$ cat config.mk
export PLATFORM = sky130hd
export DESIGN_NAME = pic_cpu_initiator
export DESIGN_NICKNAME = d
export VERILOG_FILES = /design/src/rtl/pic_cpu_initiator.sv
export SDC_FILE = /design/constraint.sdc
export NUM_CORES = 1
export LEC_CHECK = 0
export CAP_MARGIN = 20
export CORE_UTILIZATION = 43
export DETAILED_ROUTE_END_ITERATION = 10
export PLACE_DENSITY = 0.75
export SLEW_MARGIN = 10
export SYNTH_ARGS = -nofsm -noshare
export SYNTH_HDL_FRONTEND = slang
export SYNTH_SLANG_ARGS = --single-unit
$ cat constraint.sdc
create_clock -name CLK -period 1.7 [get_ports CLK]
set_input_delay 0.255 -clock CLK [delete_from_list [all_inputs] [get_ports CLK]]
set_output_delay 0.255 -clock CLK [all_outputs]
set_load 0.05 [all_outputs]
$ cat src/rtl/pic_cpu_initiator.sv
// CPU-side bus master for an 8259A-style PIC: register write/read strobes and 8086-mode INTA.
// Latency: write = STROBE_CYCLES+2, read = STROBE_CYCLES+1, ack = 2*INTA_LOW+INTA_GAP+1+RECOVER cycles.
// Backpressure: cmd_ready is high only in IDLE with no interrupt pending; commands wait otherwise.
module pic_cpu_initiator #(
  parameter int STROBE_CYCLES   = 2,
  parameter int INTA_LOW_CYCLES = 2,
  parameter int INTA_GAP_CYCLES = 2,
  parameter int RECOVER_CYCLES  = 4
) (
  input  logic       CLK,
  input  logic       RESET,
  input  logic       INT,
  input  logic       int_enable,
  input  logic       cmd_valid,
  output logic       cmd_ready,
  input  logic       cmd_read,
  input  logic       cmd_a0,
  input  logic [7:0] cmd_data,
  output logic       rd_valid,
  output logic [7:0] rd_data,
  output logic       vec_valid,
  output logic [7:0] vec_data,
  output logic       busy,
  input  logic [7:0] D_RD,
  output logic [7:0] D_WR,
  output logic       CS_n,
  output logic       RD_n,
  output logic       WR_n,
  output logic       A0,
  output logic       INTA_n
);

  // Counter reload values; a zero parameter behaves like one cycle.
  localparam logic [3:0] STB_LD = (STROBE_CYCLES   <= 1) ? 4'd0 : 4'(STROBE_CYCLES - 1);
  localparam logic [3:0] LOW_LD = (INTA_LOW_CYCLES <= 1) ? 4'd0 : 4'(INTA_LOW_CYCLES - 1);
  localparam logic [3:0] GAP_LD = (INTA_GAP_CYCLES <= 1) ? 4'd0 : 4'(INTA_GAP_CYCLES - 1);
  localparam logic [3:0] REC_LD = (RECOVER_CYCLES  <= 1) ? 4'd0 : 4'(RECOVER_CYCLES - 1);

  typedef enum logic [3:0] {
    IDLE, W_SETUP, W_STROBE, W_HOLD, R_STROBE, R_DONE,
    INTA1, INTA_GAP, INTA2, V_DONE, RECOVER
  } state_t;

  state_t     state_q;
  logic [3:0] cnt_q;
  logic       int_q1, int_q2;
  logic       cs_n_q, rd_n_q, wr_n_q, inta_n_q, a0_q;
  logic [7:0] d_wr_q, rd_data_q, vec_data_q;
  logic       rd_valid_q, vec_valid_q;
  logic       int_s;
  logic       ack_req;

  assign int_s   = int_q2;
  assign ack_req = int_s & int_enable;

  // Two-flop synchronizer for the asynchronous INT pin.
  always_ff @(posedge CLK or posedge RESET) begin
    if (RESET) begin
      int_q1 <= 1'b0;
      int_q2 <= 1'b0;
    end else begin
      int_q1 <= INT;
      int_q2 <= int_q1;
    end
  end

  // Bus-cycle sequencer; every pin is registered so strobes are glitch-free and reset drives them high at once.
  always_ff @(posedge CLK or posedge RESET) begin
    if (RESET) begin
      state_q     <= IDLE;
      cnt_q       <= 4'd0;
      cs_n_q      <= 1'b1;
      rd_n_q      <= 1'b1;
      wr_n_q      <= 1'b1;
      inta_n_q    <= 1'b1;
      a0_q        <= 1'b0;
      d_wr_q      <= 8'h00;
      rd_data_q   <= 8'h00;
      vec_data_q  <= 8'h00;
      rd_valid_q  <= 1'b0;
      vec_valid_q <= 1'b0;
    end else begin
      rd_valid_q  <= 1'b0;
      vec_valid_q <= 1'b0;
      case (state_q)
        IDLE: begin
          if (ack_req) begin
            // Acknowledge wins over a command presented in the same cycle.
            state_q  <= INTA1;
            inta_n_q <= 1'b0;
            cnt_q    <= LOW_LD;
          end else if (cmd_valid) begin
            a0_q   <= cmd_a0;
            cs_n_q <= 1'b0;
            cnt_q  <= STB_LD;
            if (cmd_read) begin
              state_q <= R_STROBE;
              rd_n_q  <= 1'b0;
            end else begin
              state_q <= W_SETUP;
              d_wr_q  <= cmd_data;
            end
          end
        end
        W_SETUP: begin
          state_q <= W_STROBE;
          wr_n_q  <= 1'b0;
          cnt_q   <= STB_LD;
        end
        W_STROBE: begin
          if (cnt_q == 4'd0) begin
            state_q <= W_HOLD;
            wr_n_q  <= 1'b1;
          end else begin
            cnt_q <= cnt_q - 4'd1;
          end
        end
        W_HOLD: begin
          state_q <= IDLE;
          cs_n_q  <= 1'b1;
        end
        R_STROBE: begin
          if (cnt_q == 4'd0) begin
            state_q    <= R_DONE;
            cs_n_q     <= 1'b1;
            rd_n_q     <= 1'b1;
            rd_data_q  <= D_RD;
            rd_valid_q <= 1'b1;
          end else begin
            cnt_q <= cnt_q - 4'd1;
          end
        end
        R_DONE: begin
          state_q <= IDLE;
        end
        INTA1: begin
          if (cnt_q == 4'd0) begin
            state_q  <= INTA_GAP;
            inta_n_q <= 1'b1;
            cnt_q    <= GAP_LD;
          end else begin
            cnt_q <= cnt_q - 4'd1;
          end
        end
        INTA_GAP: begin
          if (cnt_q == 4'd0) begin
            state_q  <= INTA2;
            inta_n_q <= 1'b0;
            cnt_q    <= LOW_LD;
          end else begin
            cnt_q <= cnt_q - 4'd1;
          end
        end
        INTA2: begin
          if (cnt_q == 4'd0) begin
            state_q     <= V_DONE;
            inta_n_q    <= 1'b1;
            vec_data_q  <= D_RD;
            vec_valid_q <= 1'b1;
          end else begin
            cnt_q <= cnt_q - 4'd1;
          end
        end
        V_DONE: begin
          state_q <= RECOVER;
          cnt_q   <= REC_LD;
        end
        RECOVER: begin
          // INT is still high from the PIC for a while; hold off re-sampling it.
          if (cnt_q == 4'd0) begin
            state_q <= IDLE;
          end else begin
            cnt_q <= cnt_q - 4'd1;
          end
        end
        default: state_q <= IDLE;
      endcase
    end
  end

  assign cmd_ready = (state_q == IDLE) & ~ack_req & ~RESET;
  assign busy      = (state_q != IDLE);
  assign CS_n      = cs_n_q;
  assign RD_n      = rd_n_q;
  assign WR_n      = wr_n_q;
  assign INTA_n    = inta_n_q;
  assign A0        = a0_q;
  assign D_WR      = d_wr_q;
  assign rd_data   = rd_data_q;
  assign rd_valid  = rd_valid_q;
  assign vec_data  = vec_data_q;
  assign vec_valid = vec_valid_q;

endmodule

; ---- Word level (Yosys, flattened, before mapping)
; Index checks and enable logic that the tools add are counted.
[totals]
reg_bits = 41
in_bits = 23
output_inout_bits = 33
wordCells = 94
[op_classes]
n_addsub = 1
eq_ne = 22
n_mux = 30
bitwise = 6
n_reduce_logical = 21
[op_table]
columns = cell, count
row1 = 2-to-1 mux 4 bit, 12
row2 = case mux 4 bit (9 select lines), 1
row3 = inequality test 2 bit (second input constant), 11
row4 = case mux 4 bit (5 select lines), 1
row5 = equality test 4 x 3 -> 1 bit (second input constant), 3
row6 = equality test 4 bit (second input constant), 3
row7 = AND reduction 4 bit, 3
row8 = 2-to-1 mux 1 bit, 11
row9 = equality test 4 x 2 -> 1 bit (second input constant), 2
row10 = logical NOT 4 bit, 2
row11 = AND reduction 7 bit, 1
row12 = case mux 1 bit (3 select lines), 2
row13 = AND reduction 2 bit, 3
row14 = AND reduction 3 bit, 2
row15 = nonzero test 3 bit, 2
row16 = AND reduction 5 bit, 1
row17 = nonzero test 5 bit, 1
row18 = equality test 4 x 1 -> 1 bit (second input constant), 1
row19 = case mux 1 bit (2 select lines), 2
row20 = nonzero test 2 bit, 2
row21 = nonzero test 4 bit, 1
row22 = OR reduction 2 bit, 2
row23 = OR reduction 4 bit, 1
row24 = subtractor 4 x 1 -> 4 bit (second input constant), 1
row25 = 5 further kinds, 9

; ---- Logic depth before layout (Yosys ltp)
; Gate-level depths: netlist of run 1.
[depth]
word_depth = 4
depth_mapped = 7
depth_no_buf = 7

; ---- Least setup slack after synthesis of run 1
; OpenSTA, ideal clock, no wires.
[synth_timing]
path_type = reg2out
startpoint = register state_q[0]
endpoint = output port cmd_ready
arrival_time_ns = 1.497
required_time_ns = 1.445
setup_slack_ns = -0.052
path_stages_with_launch = 4
path_buffers = 0
path_cell_list = dfrtp_1 -> nor2_4 -> nand3_1 -> nor2_1
[synth_via]
elab_chain_cells = 3
[synth_lines]
columns = item, line_no
row1 = start: declaration, 44  ; state_t state_q;
row2 = start signal: assignment, 70  ; state_q <= IDLE;
row3 = start signal: assignment, 89  ; state_q <= INTA1;
row4 = start signal: assignment, 97  ; state_q <= R_STROBE;
row5 = logical NOT 4 bit, 181  ; assign cmd_ready = (state_q == IDLE) & ~ack_req & ~RESET;
row6 = AND 1 bit (2 in a row), 181
row7 = end: declaration, 15  ; output logic cmd_ready,
; Every way passes these cells.

; ---- Final worst setup path of run 1
[layout_timing]
startpoint = register state_q[3]
endpoint = register d_wr_q[4] (netlist: D_WR[4])
[layout_via]
elab_chain_cells = 2
[layout_lines]
columns = item, line_no
row1 = logical NOT 4 bit, 85  ; case (state_q)
row2 = AND reduction 4 bit (no source line), -
row3 = end signal: assignment, 101  ; d_wr_q <= cmd_data;
row4 = end: declaration, 48  ; logic [7:0] d_wr_q, rd_data_q, vec_data_q;
; Every way passes these cells.
; A chain may end at the register's enable or synchronous reset.

==> results.md, run 1 <==
| Result | This run |
|:---|:---|
| Root buffer selected by CTS | sky130_fd_sc_hd__clkbuf_8 |
| WL/cell | 14.28 um |
| Part of the total power dissipated in the clock network | 0.096 |
| Fillers | 331 |
| Maximum resistive drop on vdd | 1.147 mV |
| Clock Skew | 6.338 ps |
| TNS Setup | 0 ps |
| Number of setup violations in the final report | 0 |
| Seq/Total Area, Yosys | 0.5195 |
| Kind of critical path | flip-flop to flip-flop |
| Antenna violations before repair | 0 |
| Final Hold Fails | 0 |
| Predominant post-synthesis flop cell | sky130_fd_sc_hd__dfrtp_1 |
| Number of enable flip-flop cells after synthesis | 0 |
| Synth Area in XOR/XNOR | 0.004414 |
| Number of port buffers | 55 |
| Data required time of the critical path | 1870 ps |
| Transition time at the pin with the least slew margin | 508.7 ps |
| Core region area | 0.004384 mm^2 |
| Number of inserted diodes | 0 |
| Number of synthesized register bits | 41 |
| Number of buffers inserted during clock tree synthesis | 5 |
| Cells after synthesis | 177 |
| Mux cell area share after synthesis | 0.1166 |
| Pleak | 0.001370 uW |
| TritonCTS clock tree | done |
| Count of unresolved DRC violations after routing | 0 |
| Final max-slew violation count | 0 |
| Standard-cell row count | 24 |
| Dpl cell area | 0.002710 mm^2 |
| CTS clock-pin slew for the worst setup and hold paths | 80 ps |
| Source-to-sink clock delay at the later pin of the worst-skew pair | 290 ps |
| Reg power frac | 0.272 |
| Fraction of the mapped netlist area in adder cells | 0.01261 |
| Via count of the first global-routing pass | 1605 |
| Cells along the critical path | nor2_4, nand4_4, or2_2, mux2_4 |
| Time the final worst path needs with I/O delays and setup | 1649 ps |
| Kind of end point of the critical path | flip-flop |
| Maximum clock insertion buffer count | 2 |
| Max Freq | 0.6066 GHz |
| Share of synthesized registers carrying an async set or reset | 1.000 |
| CP arrival | 1820 ps |
| Final worst path period share | 0.9698 |
| Post-Place Setup Slack | -198.2 ps |
| Largest driver fanout on the critical path | 8 |
| Basic-gate share of the synthesized area counting and, or, nand and nor cells | 0.2087 |
| Setup ws final | 51.39 ps |
| Fraction of power spent switching nets | 0.4778 |
| Largest family of logic cells by synthesized area | simple AND/OR/NAND/NOR gates |
| Layout Cells excl Fill | 316 |
| Max stage delay on crit path | 460 ps |
| Syn Nets | 202 |
| Starting Density | 0.4526 |
| Detailed-route vias per instance | 5.111 |
| Status | finished clean |
| Number of hold buffers added after CTS | 0 |
| Hold slack | 358.0 ps |
| Class of the tightest hold or removal check | flip-flop to flip-flop |
| Logic pwr share | 0.632 |
| Number of detailed-routing iterations run before antenna repair | 5 |
| Layout cell share with drive strength beyond 1 | 0.4242 |
| Placed wire-length estimate after detailed placement | 3259 um |
| Distinct cells, synth | 47 |
| Psw | 3135 uW |
| Area of the die | 0.004890 mm^2 |
| YS warnings | 0 |
| Total Wirelength | 4513 um |
| All-Layer GR Usage | 0.1936 |
| Synth top cells by count | sky130_fd_sc_hd__dfrtp_1 (37), sky130_fd_sc_hd__nand2_1 (34), sky130_fd_sc_hd__o21ai_0 (14) |
| Post-Syn Area | 0.001984 mm^2 |
| Cell type contributing the most total cell area after synthesis | sky130_fd_sc_hd__dfrtp_1 |
| Number of H-tree levels | 2 |
| Area Growth Syn to Fin | 46.15% |
| Pin count of the biggest net entering global routing | 42 |
| Crit path launch type | flip-flop |
| Die X | 69.93 um |
| Detailed router's first-iteration violation count | 99 |
| Main area contributors after synthesis | sky130_fd_sc_hd__dfrtp_1 (47%), sky130_fd_sc_hd__nand2_1 (6.4%), sky130_fd_sc_hd__mux2_4 (6.1%), sky130_fd_sc_hd__dfstp_2 (5.3%), sky130_fd_sc_hd__mux2_2 (5.1%) |
| Post-synthesis compound-gate area fraction | 0.09899 |
| Routed Antenna Nets | 0 |
| # clock sinks | 41 |
| Number of placed cells counting well taps | 300 |
| Vias | 1615 |
| Nets | 288 |
| Total global routing overflow | 0 |
| I/O pins | 56 |
| Setup repair after global routing missed its margin | true |
| Max-cap check violation count | 0 |
| CP max stage cell | sky130_fd_sc_hd__dfrtp_2 |
| Share of the synthesized area in the top cell type | 0.4666 |
| Post-Syn Area per Cell | 11.21 um^2 |
| Most repeated cell in the gate-level netlist after synthesis | sky130_fd_sc_hd__dfrtp_1 |
| Pwr per Cell Area | 2262 mW/mm^2 |
| Internal power component | 3427 uW |
| Post-route cell area | 0.002900 mm^2 |
| Normalized max-slew margin | 0.6603 |
| Die height | 69.93 um |
| Routability-driven placement congestion ratio | 0.8239 |
| Wire length of the first global-routing pass | 7514 um |
==> layer usage <==
metal | GRT usage | part of all wire | wire length [um] | vias to the layer above
met5 | 0 | 0 | 0 | -
met4 | 0.06667 | 0.017 | 75 | 0
met3 | 0.06061 | 0.076 | 342 | 10
met2 | 0.3024 | 0.47 | 2124 | 64
met1 | 0.2552 | 0.44 | 1971 | 758
li1 | - | - | - | 783
==> worst paths after layout <==
| kind | from | to | slack (ps) | cells past startpoint |
|---|---|---|---|---|
| max in group asynchronous | RESET | INTA_n | 1000 | 3 |
| worst min register to register | int_q1 | int_q2 | 360 | 0 |
| worst max-delay path | state_q[3] | D_WR[4] | 50 | 4 |
| worst max register to register | state_q[3] | D_WR[4] | 50 | 4 |
| worst min-delay path | int_q1 | int_q2 | 360 | 0 |
| min in group asynchronous | RESET | rd_data[5] | 430 | 3 |
==> flip-flops by register name, summed over array words and instances, names as in the netlist <==
register,count
D_WR,8
INTA_n,1
cnt_q,4
A0,1
vec_data,8
WR_n,1
vec_valid,1
RD_n,1
rd_data,8
int_q2,1
int_q1,1
state_q,4
CS_n,1
rd_valid,1
==> power groups by stage <==
stage | combinational [uW] | clock, uW | sequential, uW
after global routing | 4410 | 688 | 1850
after floorplan | 1450 | 0 | 2960
after detailed placement | 3930 | 0 | 1800
final | 4150 | 629 | 1790
after global placement | 3890 | 0 | 1790
after CTS | 4020 | 649 | 1780
==> repair_timing <==
action	in CTS	in global routing
setup endpoints to repair	10	32
buffers inserted	3	5
cloned	0	0
resized for setup	4	12
pin swaps	1	8
hold endpoints to repair	0	0
==> critical path, delay by kind of cell (launching register included) <==
family        cells  cell delay [ps]
simple gates      3              740
flops             1              460
mux               1              330
==> cell families (layout without fill, tap and decap cells) <==
logic type / after synthesis / count (layout)
AND/OR/NAND/NOR: 67 / 67
multiplexers: 18 / 18
buffers and inverters: 15 / 102
AO/OA/AOI/OAI: 33 / 33
XOR/XNOR: 1 / 1
adder cells (fa/ha/maj): 2 / 2
flip-flops: 41 / 41
==> per-stage QoR <==
step                        util  power, uW
after detailed placement  0.6182       5735
after global placement    0.6182       5684
after global routing      0.6615       6943
after floorplan                -       4413
after CTS                 0.6447       6452
final                     0.6615       6562
==> cell type report <==
class	instances	area, um^2	area share
Clock buffer	7	76.32	0.02632
Clock inverter	1	8.758	0.003020
Inverter	8	30.03	0.01035
Multi-Input combinational cell	121	913.4	0.3149
Sequential cell	41	1035	0.3568
Tap cell	52	65.06	0.02243
Timing Repair Buffer	86	772.0	0.2662
==> layout by cell type, fill, tap and decap left out, types with 2 or more instances in the layout <==
master / netlist / final
sky130_fd_sc_hd__a31oi_1: 2 / 2
sky130_fd_sc_hd__nand3_2: 2 / 3
sky130_fd_sc_hd__nor2_4: 1 / 2
sky130_fd_sc_hd__dfrtp_1: 37 / 34
sky130_fd_sc_hd__dfrtp_2: 0 / 3
sky130_fd_sc_hd__clkbuf_1: 2 / 2
sky130_fd_sc_hd__nor2_1: 7 / 6
sky130_fd_sc_hd__inv_1: 7 / 5
sky130_fd_sc_hd__buf_4: 1 / 57
sky130_fd_sc_hd__or3_1: 2 / 2
sky130_fd_sc_hd__dfstp_2: 4 / 4
sky130_fd_sc_hd__mux2_2: 9 / 9
sky130_fd_sc_hd__nor3_1: 3 / 3
sky130_fd_sc_hd__clkdlybuf4s50_1: 0 / 22
sky130_fd_sc_hd__mux2_4: 8 / 8
sky130_fd_sc_hd__a21oi_1: 8 / 8
sky130_fd_sc_hd__o21ai_1: 1 / 3
sky130_fd_sc_hd__buf_12: 0 / 5
sky130_fd_sc_hd__nor3b_1: 2 / 2
sky130_fd_sc_hd__clkbuf_8: 0 / 5
sky130_fd_sc_hd__o21ai_0: 14 / 12
sky130_fd_sc_hd__nand2_1: 34 / 34
sky130_fd_sc_hd__inv_2: 0 / 2
Power figures use the tool's default switching activity.
==> run 2, diff against run 1 <==
SKIP_LAST_GASP = 1   (was unset)
==> run 2 against run 1 <==
Sequential power about the same. Global-route usage unchanged. Critical path depth unchanged. Worst hold slack about the same. Sequential share of layout area increased by 0.093 points. Via count decreased by 0.50%. Cell count unchanged. Wire length decreased by 0.55%. Clock power about the same. Flip-flop and latch count unchanged. First-iteration DRC count decreased by 8.1%. Critical endpoint is now cmd_ready.
==> results.md, run 2 (same netlist as run 1, synthesis figures left out) <==
| Result | This run | Delta |
|:---|:---|:---|
| Routed Antenna Nets | 0 | unchanged |
| Area of the die | 0.004890 mm^2 | unchanged |
| Kind of end point of the critical path | output port |  |
| Pleak | 0.001369 uW | about the same |
| CTS clock-pin slew for the worst setup and hold paths | 80 ps | about the same |
| I/O pins | 56 | unchanged |
| Min-Delay Path Depth | 0 | unchanged |
| Total global routing overflow | 0 | unchanged |
| All-Layer GR Usage | 0.1936 | unchanged |
| Die height | 69.93 um | unchanged |
| Min-delay src | int_q1 |  |
| Final worst path period share | 0.9864 | +0.01666 |
| Endpoint with the worst hold slack | int_q2 |  |
| Normalized max-slew margin | 0.6603 | unchanged |
| Utilization of the core after routing | 0.6598 | -0.001713 |
| Standard-cell row count | 24 | unchanged |
| Reg-to-reg startpoint | state_q[1] |  |
| Root buffer selected by CTS | sky130_fd_sc_hd__clkbuf_8 |  |
| Maximum clock insertion buffer count | 2 | unchanged |
| Number of H-tree levels | 2 | unchanged |
| Number of inserted diodes | 0 | unchanged |
| Setup repair after global routing missed its margin | true |  |
| Max Freq | 0.5963 GHz | -1.7% |
| Most common library cell in the layout ignoring fill and taps | sky130_fd_sc_hd__buf_4 |  |
| Most Crowded Layer GR | met2 |  |
| Met1 Resource Use GR | 0.2552 | unchanged |
| Number of hold buffers added after CTS | 0 | unchanged |
| Reg2reg setup slack | 70 ps | +20 ps |
| Count of unresolved DRC violations after routing | 0 | unchanged |
| Routing usage on met3 | 0.06061 | unchanged |
| Total Wirelength | 4488 um | -0.55% |
| Critical Path Start | state_q[1] |  |
| Layout cell share with drive strength beyond 1 | 0.4242 | unchanged |
| Transition time at the pin with the least slew margin | 508.7 ps | unchanged |
| Largest driver fanout on the critical path | 7 | -1 |
| # clock sinks | 41 | unchanged |
| Worst Reg-to-Reg Cells | 4 | unchanged |
| Area Growth Syn to Fin | 45.78% |  |
| Time the final worst path needs with I/O delays and setup | 1677 ps | +28.31 ps |
| Core region area | 0.004384 mm^2 | unchanged |
| Nets | 288 | unchanged |
| CP arrival | 1420 ps | -400 ps |
| Placed wire-length estimate after detailed placement | 3259 um | unchanged |
| Number of setup violations in the final report | 0 | unchanged |
| Final max-slew violation count | 0 | unchanged |
| Pin count of the biggest net entering global routing | 42 | unchanged |
| Starting Density | 0.4526 | unchanged |
| Source-to-sink clock delay at the later pin of the worst-skew pair | 290 ps | about the same |
| Data required time of the critical path | 1440 ps | -430 ps |
| Via count of the first global-routing pass | 1605 | unchanged |
| Detailed router's first-iteration violation count | 91 | -8.1% |
| Leading cell types in the layout, fill and taps excluded | sky130_fd_sc_hd__buf_4 (57), sky130_fd_sc_hd__dfrtp_1 (34), sky130_fd_sc_hd__nand2_1 (34), sky130_fd_sc_hd__clkdlybuf4s50_1 (22), sky130_fd_sc_hd__o21ai_0 (12) |  |
| Class of the tightest hold or removal check | flip-flop to flip-flop |  |
| Detailed-route vias per instance | 5.085 | -0.50% |
| Pwr per Cell Area | 2262 mW/mm^2 | about the same |
| Vias | 1607 | -0.50% |
| Maximum resistive drop on vdd | 1.142 mV | -0.36% |
| Number of buffers inserted during clock tree synthesis | 5 | unchanged |
| TritonCTS clock tree | done |  |
| Status | finished clean |  |
| Die X | 69.93 um | unchanged |
| Wire length of the first global-routing pass | 7514 um | unchanged |
| Max-cap check violation count | 0 | unchanged |
| Total power draw | 6544 uW | -0.27% |
| Kind of critical path | flip-flop to output port |  |
| Routability-driven placement congestion ratio | 0.8239 | unchanged |
| Endpoint of the worst register-to-register path | D_WR[4] |  |
| Antenna violations before repair | 0 | unchanged |
| Clock Skew | 6.306 ps | -0.03206 ps |
| Number of detailed-routing iterations run before antenna repair | 4 | -1 |
| Final Hold Fails | 0 | unchanged |
| WL/cell | 14.20 um | -0.55% |
| Crit path launch type | flip-flop |  |
| Number of port buffers | 55 | unchanged |
| Fillers | 333 | +0.60% |
| Grt met2 use | 0.3024 | unchanged |
-- run 2: cell types whose count changed in the layout (fill, tap and decap cells not counted) --
cell / before / now
sky130_fd_sc_hd__nand3_4: 1 / 0
sky130_fd_sc_hd__nand3_2: 3 / 4
-- run 2: per-layer routing --
metal / routed length, um / part of all wire
met2: 2083 / 0.46
met3: 314 / 0.070
met4: 73 / 0.016
met5: 0 / 0
met1: 2017 / 0.45
-- run 2: layout make-up --
| type | count | area (um^2) | area share |
|---|---|---|---|
| Clock buffer | 7 | 76.32 | 0.02638 |
| Clock inverter | 1 | 8.758 | 0.003028 |
| Inverter | 8 | 30.03 | 0.01038 |
| Multi-Input combinational cell | 121 | 905.9 | 0.3131 |
| Sequential cell | 41 | 1035 | 0.3577 |
| Tap cell | 52 | 65.06 | 0.02249 |
| Timing Repair Buffer | 86 | 772.0 | 0.2669 |
-- run 2: where the power goes --
part	switching (uW)	total, uW	internal, uW
Combinational	2450	4130	1680
Clock	337	630	293
Sequential	334	1790	1450
-- run 2: worst max-delay path by stage --
stage,slack (ps),endpoint
after global placement,-150,D_WR[6]
after CTS,0.4,cnt_q[2]
final,20,cmd_ready
after global routing,-30,cmd_ready
after floorplan,140,state_q[2]
after detailed placement,-200,D_WR[7]
-- run 2: critical path, cell delays in order, from the launching register on --
cell	delay (ps)
sky130_fd_sc_hd__dfrtp_2	460
sky130_fd_sc_hd__nor2_8	190
sky130_fd_sc_hd__nand3_2	190
sky130_fd_sc_hd__nor2_4	150
sky130_fd_sc_hd__buf_12	140
-- run 2: timing repair --
item                                    CTS  global route
pin swaps                                 1             8
endpoints found under the setup margin   10            32
buffers inserted                          3             5
cloned                                    0             0
resized for setup                         4            11
-- run 2: metrics by stage --
stage / setup slack, ps / hold slack, ps / TNS, ps / area, um^2 / std cells
floorplan: 138.2 / 286.4 / 0 / 1987 / 177
CTS: 0.4146 / 361.4 / 0 / 2826 / 311
finish: 23.08 / 358.0 / 0 / 2893 / 316
detailed placement: -198.2 / 343.4 / -1650 / 2710 / 300
global route: -25.40 / 376.1 / -25.40 / 2893 / 316
global placement: -146.3 / 331.6 / -1198 / 2710 / 300
